<file path="config.mk">
export PLATFORM = sky130hd
export DESIGN_NAME = irq_regf_flat
export DESIGN_NICKNAME = d
export VERILOG_FILES = /design/src/rtl/irq_regf_pkg.sv /design/src/rtl/irq_regf_if.sv /design/src/rtl/irq_regf_chan.sv /design/src/rtl/irq_regf.sv /design/src/flat_wrapper.sv
export SDC_FILE = /design/constraint.sdc
export NUM_CORES = 1
export LEC_CHECK = 0
export ABC_AREA = 0
export BUFFER_PORTS_ARGS = -buffer_cell sky130_fd_sc_hd__buf_2
export CAP_MARGIN = 20
export CORE_UTILIZATION = 50
export DETAILED_ROUTE_END_ITERATION = 12
export PLACE_DENSITY = 0.67
export SYNTH_ARGS = -nofsm -noshare
export SYNTH_HDL_FRONTEND = slang
export SYNTH_HIERARCHICAL = 1
export SYNTH_SLANG_ARGS = --single-unit
</file>
<file path="constraint.sdc">
create_clock -name main_clk_i -period 4.05 [get_ports main_clk_i]
set_input_delay 0.81 -clock main_clk_i [delete_from_list [all_inputs] [get_ports main_clk_i]]
set_output_delay 0.81 -clock main_clk_i [all_outputs]
set_load 0.02 [all_outputs]
</file>
<file path="src/rtl/irq_regf_pkg.sv">
// irq_regf_pkg: shared definitions for the interrupt-controller register file.
//   - word index constants of the register map
//   - irq_mode_e: per-channel detection mode
//   - cnt_max(): all-ones value of an event counter of a given width
package irq_regf_pkg;

  localparam int STATUS_IDX   = 0;
  localparam int ENABLE_IDX   = 1;
  localparam int MODE_IDX     = 2;
  localparam int RAW_IDX      = 3;
  localparam int CNT_BASE_IDX = 4;

  typedef enum logic {
    IRQ_LEVEL = 1'b0,
    IRQ_EDGE  = 1'b1
  } irq_mode_e;

  // Saturation value of a w-bit counter, returned in 32 bits.
  function automatic logic [31:0] cnt_max(input int w);
    if (w >= 32) return 32'hFFFF_FFFF;
    return (32'd1 << w) - 32'd1;
  endfunction

endpackage

</file>
<file path="src/rtl/irq_regf_if.sv">
// irq_regf_if: mem_* register bus.
//   Handshake: a request is a single cycle with mem_ena_i=1 (no ready; the
//   slave accepts every request, back-to-back allowed). Exactly one cycle
//   later the slave drives mem_rvld_o=1 with mem_rdata_o/mem_err_o; both are
//   0 whenever mem_rvld_o=0. Writes return rdata=0.
//   slave  modport: register file side.
//   master modport: bus requester side.
interface irq_regf_if #(
  parameter int ADDR_W = 13
);
  logic              mem_ena_i;
  logic [ADDR_W-1:0] mem_addr_i;
  logic              mem_wena_i;
  logic [31:0]       mem_wdata_i;
  logic [3:0]        mem_sel_i;
  logic [31:0]       mem_rdata_o;
  logic              mem_rvld_o;
  logic              mem_err_o;

  modport slave (
    input  mem_ena_i, mem_addr_i, mem_wena_i, mem_wdata_i, mem_sel_i,
    output mem_rdata_o, mem_rvld_o, mem_err_o
  );

  modport master (
    output mem_ena_i, mem_addr_i, mem_wena_i, mem_wdata_i, mem_sel_i,
    input  mem_rdata_o, mem_rvld_o, mem_err_o
  );
endinterface

</file>
<file path="src/rtl/irq_regf_chan.sv">
// irq_regf_chan: one interrupt channel.
//   clk_i, rst_an_i : clock, async active-low reset
//   src_i           : interrupt source (synchronous)
//   mode_i          : level or rising-edge detection for the status bit
//   w1c_i           : clear request for the status bit
//   cnt_clr_i       : clear request for the event counter
//   status_o        : sticky status bit (registered)
//   status_nxt_o    : next value of the status bit (feeds the irq flop)
//   cnt_o           : saturating rise counter
module irq_regf_chan
  import irq_regf_pkg::*;
#(
  parameter int CNT_W = 16
) (
  input  logic             clk_i,
  input  logic             rst_an_i,
  input  logic             src_i,
  input  irq_mode_e        mode_i,
  input  logic             w1c_i,
  input  logic             cnt_clr_i,
  output logic             status_o,
  output logic             status_nxt_o,
  output logic [CNT_W-1:0] cnt_o
);

  localparam logic [31:0]      CNT_MAX_W = cnt_max(CNT_W);
  localparam logic [CNT_W-1:0] CNT_MAX   = CNT_MAX_W[CNT_W-1:0];

  logic             prev_q, prev_d;
  logic             status_q, status_d;
  logic [CNT_W-1:0] cnt_q, cnt_d;
  logic             rise;
  logic             evt;

  always_comb begin
    prev_d   = src_i;
    // prev resets to 0, so a source already high at reset release is a rise.
    rise     = src_i & ~prev_q;
    evt      = (mode_i == IRQ_EDGE) ? rise : src_i;
    // A new event wins over a simultaneous clear.
    status_d = evt | (status_q & ~w1c_i);
    cnt_d    = cnt_q;
    if (cnt_clr_i) begin
      cnt_d = rise ? CNT_W'(1) : '0;
    end else if (rise && (cnt_q != CNT_MAX)) begin
      cnt_d = cnt_q + CNT_W'(1);
    end
  end

  always_ff @(posedge clk_i or negedge rst_an_i) begin
    if (!rst_an_i) begin
      prev_q   <= 1'b0;
      status_q <= 1'b0;
      cnt_q    <= '0;
    end else begin
      prev_q   <= prev_d;
      status_q <= status_d;
      cnt_q    <= cnt_d;
    end
  end

  assign status_o     = status_q;
  assign status_nxt_o = status_d;
  assign cnt_o        = cnt_q;

endmodule

</file>
<file path="src/rtl/irq_regf.sv">
// irq_regf: interrupt-controller register file on the mem_* bus.
//   main_clk_i, main_rst_an_i : clock, async active-low reset
//   bus                       : mem_* slave port (irq_regf_if.slave)
//   irq_src_i                 : NUM_CH interrupt sources
//   irq_o                     : registered OR of (status & enable)
// Map (word index): 0 STATUS W1C, 1 ENABLE RW, 2 MODE RW, 3 RAW RO,
// 4+i CNT[i] RO with write-to-clear.
module irq_regf
  import irq_regf_pkg::*;
#(
  parameter int NUM_CH = 8,
  parameter int CNT_W  = 16,
  parameter int ADDR_W = 13
) (
  input  logic              main_clk_i,
  input  logic              main_rst_an_i,
  irq_regf_if.slave         bus,
  input  logic [NUM_CH-1:0] irq_src_i,
  output logic              irq_o
);

  logic [31:0]       idx;
  logic              addr_err, wr_ok, rd_ok;
  logic [31:0]       wmask, en_wr, mode_wr, w1c_wr;
  logic [NUM_CH-1:0] enable_q, enable_d;
  logic [NUM_CH-1:0] mode_q, mode_d;
  logic [NUM_CH-1:0] status, status_nxt, w1c, cnt_clr;
  logic [CNT_W-1:0]  cnt [NUM_CH];
  logic [31:0]       rdata_q, rdata_d;
  logic              rvld_q, rvld_d, err_q, err_d, irq_q, irq_d;
  // Merged words are computed at full bus width; bits above NUM_CH are dropped.
  logic              unused_hi;

  assign unused_hi = ^{en_wr, mode_wr, w1c_wr};

  always_comb begin
    idx      = 32'(bus.mem_addr_i[ADDR_W-1:2]);
    addr_err = (bus.mem_addr_i[1:0] != 2'b00) || (idx >= 32'(CNT_BASE_IDX + NUM_CH));
    wr_ok    = bus.mem_ena_i & bus.mem_wena_i & ~addr_err;
    rd_ok    = bus.mem_ena_i & ~bus.mem_wena_i & ~addr_err;
    wmask    = {{8{bus.mem_sel_i[3]}}, {8{bus.mem_sel_i[2]}},
                {8{bus.mem_sel_i[1]}}, {8{bus.mem_sel_i[0]}}};
    en_wr    = (32'(enable_q) & ~wmask) | (bus.mem_wdata_i & wmask);
    mode_wr  = (32'(mode_q) & ~wmask) | (bus.mem_wdata_i & wmask);
    w1c_wr   = bus.mem_wdata_i & wmask;

    enable_d = enable_q;
    if (wr_ok && (idx == 32'(ENABLE_IDX))) enable_d = en_wr[NUM_CH-1:0];
    mode_d = mode_q;
    if (wr_ok && (idx == 32'(MODE_IDX))) mode_d = mode_wr[NUM_CH-1:0];
    w1c = '0;
    if (wr_ok && (idx == 32'(STATUS_IDX))) w1c = w1c_wr[NUM_CH-1:0];
    cnt_clr = '0;
    for (int i = 0; i < NUM_CH; i++) begin
      cnt_clr[i] = wr_ok && (idx == 32'(CNT_BASE_IDX + i)) && (|bus.mem_sel_i);
    end

    // Read mux samples current register values (no write forwarding).
    rdata_d = '0;
    if (rd_ok) begin
      if (idx == 32'(STATUS_IDX)) rdata_d = 32'(status);
      if (idx == 32'(ENABLE_IDX)) rdata_d = 32'(enable_q);
      if (idx == 32'(MODE_IDX))   rdata_d = 32'(mode_q);
      if (idx == 32'(RAW_IDX))    rdata_d = 32'(irq_src_i);
      for (int i = 0; i < NUM_CH; i++) begin
        if (idx == 32'(CNT_BASE_IDX + i)) rdata_d = 32'(cnt[i]);
      end
    end
    rvld_d = bus.mem_ena_i;
    err_d  = bus.mem_ena_i & addr_err;
    irq_d  = |(status_nxt & enable_d);
  end

  for (genvar i = 0; i < NUM_CH; i++) begin : g_ch
    irq_regf_chan #(.CNT_W(CNT_W)) u_ch (
      .clk_i        (main_clk_i),
      .rst_an_i     (main_rst_an_i),
      .src_i        (irq_src_i[i]),
      .mode_i       (irq_mode_e'(mode_q[i])),
      .w1c_i        (w1c[i]),
      .cnt_clr_i    (cnt_clr[i]),
      .status_o     (status[i]),
      .status_nxt_o (status_nxt[i]),
      .cnt_o        (cnt[i])
    );
  end

  always_ff @(posedge main_clk_i or negedge main_rst_an_i) begin
    if (!main_rst_an_i) begin
      enable_q <= '0;
      mode_q   <= '0;
      rdata_q  <= '0;
      rvld_q   <= 1'b0;
      err_q    <= 1'b0;
      irq_q    <= 1'b0;
    end else begin
      enable_q <= enable_d;
      mode_q   <= mode_d;
      rdata_q  <= rdata_d;
      rvld_q   <= rvld_d;
      err_q    <= err_d;
      irq_q    <= irq_d;
    end
  end

  assign bus.mem_rdata_o = rdata_q;
  assign bus.mem_rvld_o  = rvld_q;
  assign bus.mem_err_o   = err_q;
  assign irq_o           = irq_q;

endmodule

</file>
<file path="src/flat_wrapper.sv">
// flat-port wrapper written by rule: the top's interface ports become plain ports
module irq_regf_flat import irq_regf_pkg::*;
#(
  parameter int NUM_CH = 8,
  parameter int CNT_W  = 16,
  parameter int ADDR_W = 13
)
  (main_clk_i, main_rst_an_i, irq_src_i, irq_o, bus_mem_ena_i, bus_mem_addr_i, bus_mem_wena_i, bus_mem_wdata_i, bus_mem_sel_i, bus_mem_rdata_o, bus_mem_rvld_o, bus_mem_err_o);
  irq_regf_if #(.ADDR_W(ADDR_W)) bus_i ();
  input  logic main_clk_i;
  input  logic main_rst_an_i;
  input  logic [NUM_CH-1:0] irq_src_i;
  output logic irq_o;
  input wire logic [$bits(bus_i.mem_ena_i)-1:0] bus_mem_ena_i;
  input wire logic [$bits(bus_i.mem_addr_i)-1:0] bus_mem_addr_i;
  input wire logic [$bits(bus_i.mem_wena_i)-1:0] bus_mem_wena_i;
  input wire logic [$bits(bus_i.mem_wdata_i)-1:0] bus_mem_wdata_i;
  input wire logic [$bits(bus_i.mem_sel_i)-1:0] bus_mem_sel_i;
  output wire logic [$bits(bus_i.mem_rdata_o)-1:0] bus_mem_rdata_o;
  output wire logic [$bits(bus_i.mem_rvld_o)-1:0] bus_mem_rvld_o;
  output wire logic [$bits(bus_i.mem_err_o)-1:0] bus_mem_err_o;
  assign bus_i.mem_ena_i = bus_mem_ena_i;
  assign bus_i.mem_addr_i = bus_mem_addr_i;
  assign bus_i.mem_wena_i = bus_mem_wena_i;
  assign bus_i.mem_wdata_i = bus_mem_wdata_i;
  assign bus_i.mem_sel_i = bus_mem_sel_i;
  assign bus_mem_rdata_o = bus_i.mem_rdata_o;
  assign bus_mem_rvld_o = bus_i.mem_rvld_o;
  assign bus_mem_err_o = bus_i.mem_err_o;
  irq_regf #(.NUM_CH(NUM_CH), .CNT_W(CNT_W), .ADDR_W(ADDR_W)) u_core (.main_clk_i(main_clk_i), .main_rst_an_i(main_rst_an_i), .bus(bus_i), .irq_src_i(irq_src_i), .irq_o(irq_o));
endmodule
</file>
==> run metrics <==
number of levels in the clock H-tree=4; final antenna-violating net count=0; Yosys warning count=6; fmax=295 MHz; antenna diode instance count=0; cell type with the highest aggregate area in the netlist=dfrtp_1; average wire length per cell after detail routing=20.2 µm; beginning of the worst register-to-register path=u_core/g_ch[3].u_ch/cnt_o[0]; number of I/O port buffers=55; CP startpoint kind=input port; number of flops mapped to enable cells by yosys=0; max-capacitance violation count=0; total count of max-transition violations in the final report=0; die area=0.0225 mm²; final layout net count=1280; FF+latch count, synth=179; critical path class=in2reg; Sink Count=179; post-cts hold buffer count=0; starting density of the core=51.6%; Async S/R FF share, synth=100%; clock edge transition at the registers on the reported setup and hold paths=70 ps; Clock Skew=10.8 ps; final count of negative-setup-slack endpoints=0; critical path capture point type=flip-flop; register share of total power=48.4%; Iteration-0 DRC Markers=892; relative contribution of the clock network to total power=36.8%; placed insts=1467; top-level I/O count=96; row count=53; Sw Share=32.3%; switching power total=1.52 mW; required time at the endpoint of the critical path=4390 ps; overall routing resource usage=28.3%; top post-synthesis cells by area=dfrtp_1 (41%), a21oi_1 (5.9%), o21ai_0 (4.2%); cell count after synthesis=1160; number of buffers added for setup after CTS=0; number of global-route vias before repair=8907; total global routing overflow=0; initial antenna violation count=0; Post-Route Setup TNS=0 ps; Worst Reg2Reg Path Length in Cells=5; type of the most critical hold path=in2async; final non-filler cell total=1498; Synth Cell Area=0.0110 mm²; fraction of power consumed by combinational cells=14.8%; slew of the pin with the lowest slew margin=809 ps; number of buffers added by the clock tree synthesis step=17; most frequent cells after synthesis=dfrtp_1 (179), a21oi_1 (130), o21ai_0 (91), nand2_1 (81), nand3_1 (63); CTS tree=done; insertion delay of the later-clocked pin in the worst-skew pair=440 ps; power density relative to cell area=388 mW/mm²; arrival time reported for the critical path endpoint=3730 ps; first-pass GRT wire length=48800 µm; sequential-to-total area share from yosys stat=40.9%; Final Cycle Share=83.6%; worst max-slew margin expressed relative to the limit=46.1%; Post-route DRC=0; core region area=0.0212 mm²; status=finished clean; Lkg Pwr=5.07 nW; final weighted congestion in routability-driven placement=0.910; Final min period=3390 ps; Layout area overhead=10.8%; mean post-synth cell area=9.44 µm²; Max clock buf depth=2; total routed wirelength=30300 µm; end of the worst register-to-register path=u_core/g_ch[3].u_ch/cnt_o[3]; most frequently used cell type in the post-synthesis netlist=dfrtp_1; Chip Width=150 µm; count of unique library cells instantiated by Yosys=61; Die H=150 µm; first-pass iteration count of the detailed router=6; root buf cell=clkbuf_16; share of post-route cells with drive strength above 1=16.4%; DP HPWL=21700 µm; maximum number of pins on one net before global-route repair=78; number of fill cells in the layout=1907; cts repair resizes=0; Final Hold Viols=0; detailed-route via count=9676; R2R setup slack=1950 ps; top fanout value on the critical path=8; prevailing post-synth register cell=dfrtp_1; setup repair after global routing missed its margin=false; share of Yosys cell area claimed by the top area cell type=40.9%; largest vdd supply drop=0.000349 V; total internal power=3.18 mW; routed via count divided by cell count=6.46
==> logic make-up (layout without fill, tap and decap cells) <==
family	after synthesis	in the layout	synth area share (%)
AND/OR/NAND/NOR	491	491	27.6
AO/OA/AOI/OAI	322	322	19.1
flip-flops	179	179	40.9
buffers and inverters	88	136	3.79
multiplexers	71	71	7.71
adder cells (fa/ha/maj)	8	8	0.914
other	1	16	0.0342
==> per-layer routing <==
metal  vias to the layer above  routed length, µm  GRT usage, %
met3                        52               1960          6.25
met4                         0               1040          11.3
met5                         -                  0             0
met1                      4697              14100          41.3
li1                       4541                  -             -
met2                       386              13200          40.2
==> cell type report <==
| class | instances | area, µm² | area share [%] |
|---|---|---|---|
| inverter | 27 | 101 | 0.835 |
| clock buffer | 18 | 439 | 3.62 |
| sequential | 179 | 4480 | 36.9 |
| tap | 275 | 344 | 2.84 |
| clock inverter | 13 | 163 | 1.34 |
| timing repair buffer | 78 | 469 | 3.87 |
| multi-input combinational | 908 | 6140 | 50.6 |
==> cell usage in the layout (no fill, tap or decap), types with 9 or more instances in the layout <==
master	count
dfrtp_1	179
a21oi_1	130
o21ai_0	91
nand2_1	81
nand3_1	63
nor2_1	61
buf_2	54
or3_1	50
mux2i_1	36
o31ai_1	33
nand4_1	31
mux2_2	27
inv_1	27
nor3_1	27
or4_1	25
and4_1	23
buf_4	22
clkbuf_16	17
conb_1	16
and4b_1	16
nand3b_1	16
and2_1	10
nor2b_1	9
nand4_2	9
and3_1	9
nand2b_1	9
nor4_1	9
==> power by group through the flow <==
stage / clock, mW / sequential, mW / combinational, mW
2_1_floorplan: 0 / 2.21 / 0.481
3_3_place_gp: 0 / 2.29 / 0.660
3_5_place_dp: 0 / 2.30 / 0.678
4_1_cts: 1.76 / 2.27 / 0.684
5_1_grt: 1.84 / 2.32 / 0.781
6_report: 1.73 / 2.28 / 0.697
==> registers in the layout, indices dropped and copies added (netlist names), named ones only <==
| register | count |
|---|---|
| u_core/irq_o | 1 |
| u_core/bus.mem_rdata_o | 16 |
| u_core/bus.mem_rvld_o | 1 |
| u_core/g_ch.u_ch/cnt_o | 128 |
| u_core/g_ch.u_ch/status_o | 8 |
| u_core/bus.mem_err_o | 1 |
| u_core/enable_q | 8 |
| u_core/g_ch.u_ch/prev_q | 8 |
==> critical path, stage by stage <==
cell,delay (ps)
buf_2,90
or4_1,770
nor2_8,240
nand2_2,80
or3_1,540
or2_4,310
nor2_1,440
nand2b_1,180
a21oi_1,40
a31o_2,210
==> worst max-delay path by stage <==
stage                               endpoint  depth (start not counted)              start
5_1_grt        u_core/g_ch[1].u_ch/cnt_o[14]                         10  bus_mem_addr_i[9]
3_3_place_gp   u_core/g_ch[1].u_ch/cnt_o[14]                         10  bus_mem_addr_i[9]
3_5_place_dp   u_core/g_ch[1].u_ch/cnt_o[14]                         10  bus_mem_addr_i[9]
4_1_cts        u_core/g_ch[1].u_ch/cnt_o[14]                         10  bus_mem_addr_i[9]
6_report       u_core/g_ch[1].u_ch/cnt_o[14]                         10  bus_mem_addr_i[9]
2_1_floorplan   u_core/g_ch[0].u_ch/cnt_o[1]                         11  bus_mem_addr_i[9]
==> per-stage QoR <==
step	total power, mW	area [µm²]	setup slack [ps]	util [%]	hold slack [ps]
global route	4.93	12100	582	57.2	426
finish	4.71	12100	662	57.2	383
detailed placement	2.98	11500	240	54.3	507
global placement	2.95	11500	239	54.3	502
floorplan	2.69	11000	757	-	491
CTS	4.71	12100	694	57.2	407
(Power assumes the default switching activity.)
